===== src/rtl/prbs7_checker_popcount.sv =====
// prbs_popcount: combinational count of set bits in a WIDTH-bit word.
// Ports: word (in, WIDTH), count (out, $clog2(WIDTH+1)).
module prbs_popcount #(
  parameter  int WIDTH = 24,
  localparam int CW    = $clog2(WIDTH + 1)
) (
  input  logic [WIDTH-1:0] word,
  output logic [CW-1:0]    count
);

  always_comb begin
    count = '0;
    for (int i = 0; i < WIDTH; i++) begin
      count = count + CW'(word[i]);
    end
  end

endmodule


===== config.mk =====
export PLATFORM = sky130hd
export DESIGN_NAME = prbs_popcount
export DESIGN_NICKNAME = d
export VERILOG_FILES = /design/src/rtl/prbs7_checker_popcount.sv
export SDC_FILE = /design/constraint.sdc
export NUM_CORES = 1
export LEC_CHECK = 0
export CAP_MARGIN = 5
export CORE_ASPECT_RATIO = 1.1
export CORE_MARGIN = 10
export CORE_UTILIZATION = 40
export DETAILED_ROUTE_END_ITERATION = 10
export GPL_ROUTABILITY_DRIVEN = 0
export PLACE_DENSITY = 0.82
export RECOVER_POWER = 25
export SETUP_SLACK_MARGIN = 0.15
export SLEW_MARGIN = 20
export SYNTH_ARGS = -nofsm -noshare
export SYNTH_HDL_FRONTEND = slang
export SYNTH_SLANG_ARGS = --single-unit
export TNS_END_PERCENT = 50

===== constraint.sdc =====
create_clock -name vclk -period 4.5
set_clock_uncertainty 0.2 [all_clocks]
set_input_delay 0.45 -clock vclk [all_inputs]
set_output_delay 0.45 -clock vclk [all_outputs]
set_load 0.01 [all_outputs]

==> out/qor_table.md <==
| Quantity | Value |
| --- | --- |
| Maximum number of pins on one net before global-route repair | 4 |
| Count of final setup violators | 4 |
| Top library cells by usage in the layout, fill and taps aside | 34 x inv_1, 15 x fa_1, 12 x buf_2, 12 x clkdlybuf4s50_1, 6 x inv_2 |
| WL per Instance | 11.5 µm |
| Instance count of the mapped netlist | 70 |
| Worst Tran Pin Value | 0.145 ns |
| Synth-to-layout area growth | 45.0% |
| Count of clock buffers in the final design | 0 |
| Number of library cell types mapped by synthesis | 9 |
| Final-layout setup total negative slack | -0.641 ns |
| Power per unit of standard cell area | 764 nW/µm² |
| Total met2 wirelength after detailed routing | 781 µm |
| Final WL | 1350 µm |
| Max Used Layer | met3 |
| HPWL reported at the end of detailed placement | 1350 µm |
| First-pass GRT wire length | 2050 µm |
| Die width | 57.4 µm |
| Overall Global Routing Usage | 6.85% |
| Final Hold Viols | 0 |
| Synth Net Count | 117 |
| Setup CP Type | input port to primary output |
| Number of global-route vias before repair | 546 |
| Sequential cell area | 0 µm² |
| Part of the cycle the worst path needs | 104% |
| Number of optimization iterations in the first detailed-route pass | 1 |
| I/O pin cnt | 29 |
| Count of hold buffers inserted by post-cts repair | 0 |
| Number of flip-flops and latches | 0 |
| Gr ovfl total | 0 |
| Die Height | 61.2 µm |
| ANT cells | 0 |
| Antenna violations before repair | 0 |
| Time the final worst path needs with I/O delays and setup | 4.70 ns |
| Starting utilization of the core area | 43.5% |
| Failing checks | negative setup slack |
| Static Leakage | 0.530 nW |
| Compound-gate portion of the synthesized area | 3.45% |
| Fillers | 134 |
| Max Cap Viol | 0 |
| Kind of end point of the critical path | primary output |
| Met1 Wirelength | 491 µm |
| Post-synthesis adder-cell area fraction | 67.3% |
| Number of placed instances with taps included | 117 |
| Proportion of layout cells with a drive suffix above 1 | 27.7% |
| FP Rows | 14 |
| Final standard cell count with taps included and fillers excluded | 117 |
| Nets | 150 |
| I/O Buffers | 29 |
| Most common cell after layout, fill and taps aside | inv_1 |
| Outcome | finished, violations left |
| Routed length on met3 | 73 µm |
| Mapped Area | 617 µm² |
| Combinational family with the most area after synthesis | adder cells |
| RSZ-0062 raised after global routing | yes |
| Req. time, crit path | 3.85 ns |
| Worst slew margin | 90.3% |
| Die ar. | 3510 µm² |
| Via count | 511 |
| Vias/cell | 4.37 |
| Startpoint types | input port |
| Minimum setup slack in the final design | -0.198 ns |
| Multi-input combinational cell area | 482 µm² |
| Fmax achieved | 0.213 GHz |
| Total count of max-transition violations in the final report | 0 |
| Area of the core | 1420 µm² |
| Synthesized area per cell | 8.81 µm² |
| Yosys warns | 0 |
| Post-synthesis sequential area ratio | 0% |
| Worst vdd ir | 0.000593 V |
| Arrival time at the worst endpoint | 4.05 ns |
| Parity-gate share of the synthesized area counting xor and xnor cells | 2.84% |
| Simple-gate share of the synthesized area | 2.03% |
| # DRC | 0 |
| Number of violations reported at the end of detailed-routing iteration 0 | 0 |
| Post-synthesis mux area share | 0% |
| Largest driver fanout on the critical path | 2 |
| Antenna Nets Post-Route | 0 |
| Worst hold path type | input port to primary output |
==> cell families after synthesis <==
| kind of cell | count (synthesis) |
|---|---|
| buf+inv | 40 |
| fa+ha+maj | 23 |
| compound gates | 3 |
| xor+xnor | 2 |
| simple gates | 2 |
==> area by class of cell <==
class / instances / share of cell area, %
tap: 16 / 2.24
timing repair buffer: 31 / 27.1
multi-input combinational: 30 / 53.8
inverter: 40 / 16.8
==> per-layer routing <==
metal / vias to the layer above / global-route usage, %
met5: - / 0
met4: 0 / 0
met3: 0 / 1.03
li1: 241 / -
met2: 19 / 15.2
met1: 251 / 6.76
==> cell usage after synthesis <==
master	number	area (µm²)
nand2b_1	1	6.26
o21ai_0	1	5.00
a21oi_2	1	8.76
inv_1	40	150
nor2b_1	1	6.26
fa_1	17	340
ha_1	6	75.1
xnor2_1	2	17.5
a21o_1	1	7.51
==> critical path, stage by stage <==
cell,delay (ns)
buf_6,0.09
fa_1,0.54
inv_2,0.04
fa_1,0.48
fa_1,0.45
fa_1,0.55
fa_1,0.43
inv_1,0.07
ha_2,0.18
inv_2,0.04
fa_2,0.34
nor2b_1,0.12
o21ai_1,0.06
nand2b_1,0.06
buf_2,0.12
==> power by group <==
part | switching, mW | internal [mW]
sequential | 0 | 0
combinational | 0.327 | 0.357
clock | 0 | 0
total | 0.327 | 0.357
==> per-stage QoR <==
stage / cell area [µm²] / total power, mW / utilization (%) / setup WS [ns] / hold WS, ns
6_report: 895 / 0.684 / 63.1 / -0.198 / 1.47
5_1_grt: 895 / 0.765 / 63.1 / -0.355 / 1.50
4_1_cts: 890 / 0.680 / 62.7 / -0.373 / 1.44
3_5_place_dp: 955 / 0.760 / 67.3 / -1.02 / 1.82
3_3_place_gp: 955 / 0.713 / 67.3 / -0.903 / 1.82
2_1_floorplan: 629 / 0.415 / - / 0.131 / 0.851
==> timing repair <==
item	in CTS	in global routing
pin swaps	14	12
endpoints found under the setup margin	5	5
resized for setup	66	5
setup buffers	0	0
==> worst paths after layout <==
path | startpoint | end | slack [ns] | cells past startpoint
worst max-delay path | word[19] | count[4] | -0.20 | 15
worst min-delay path | word[2] | count[0] | 1.47 | 3
Power figures use the tool's default switching activity.
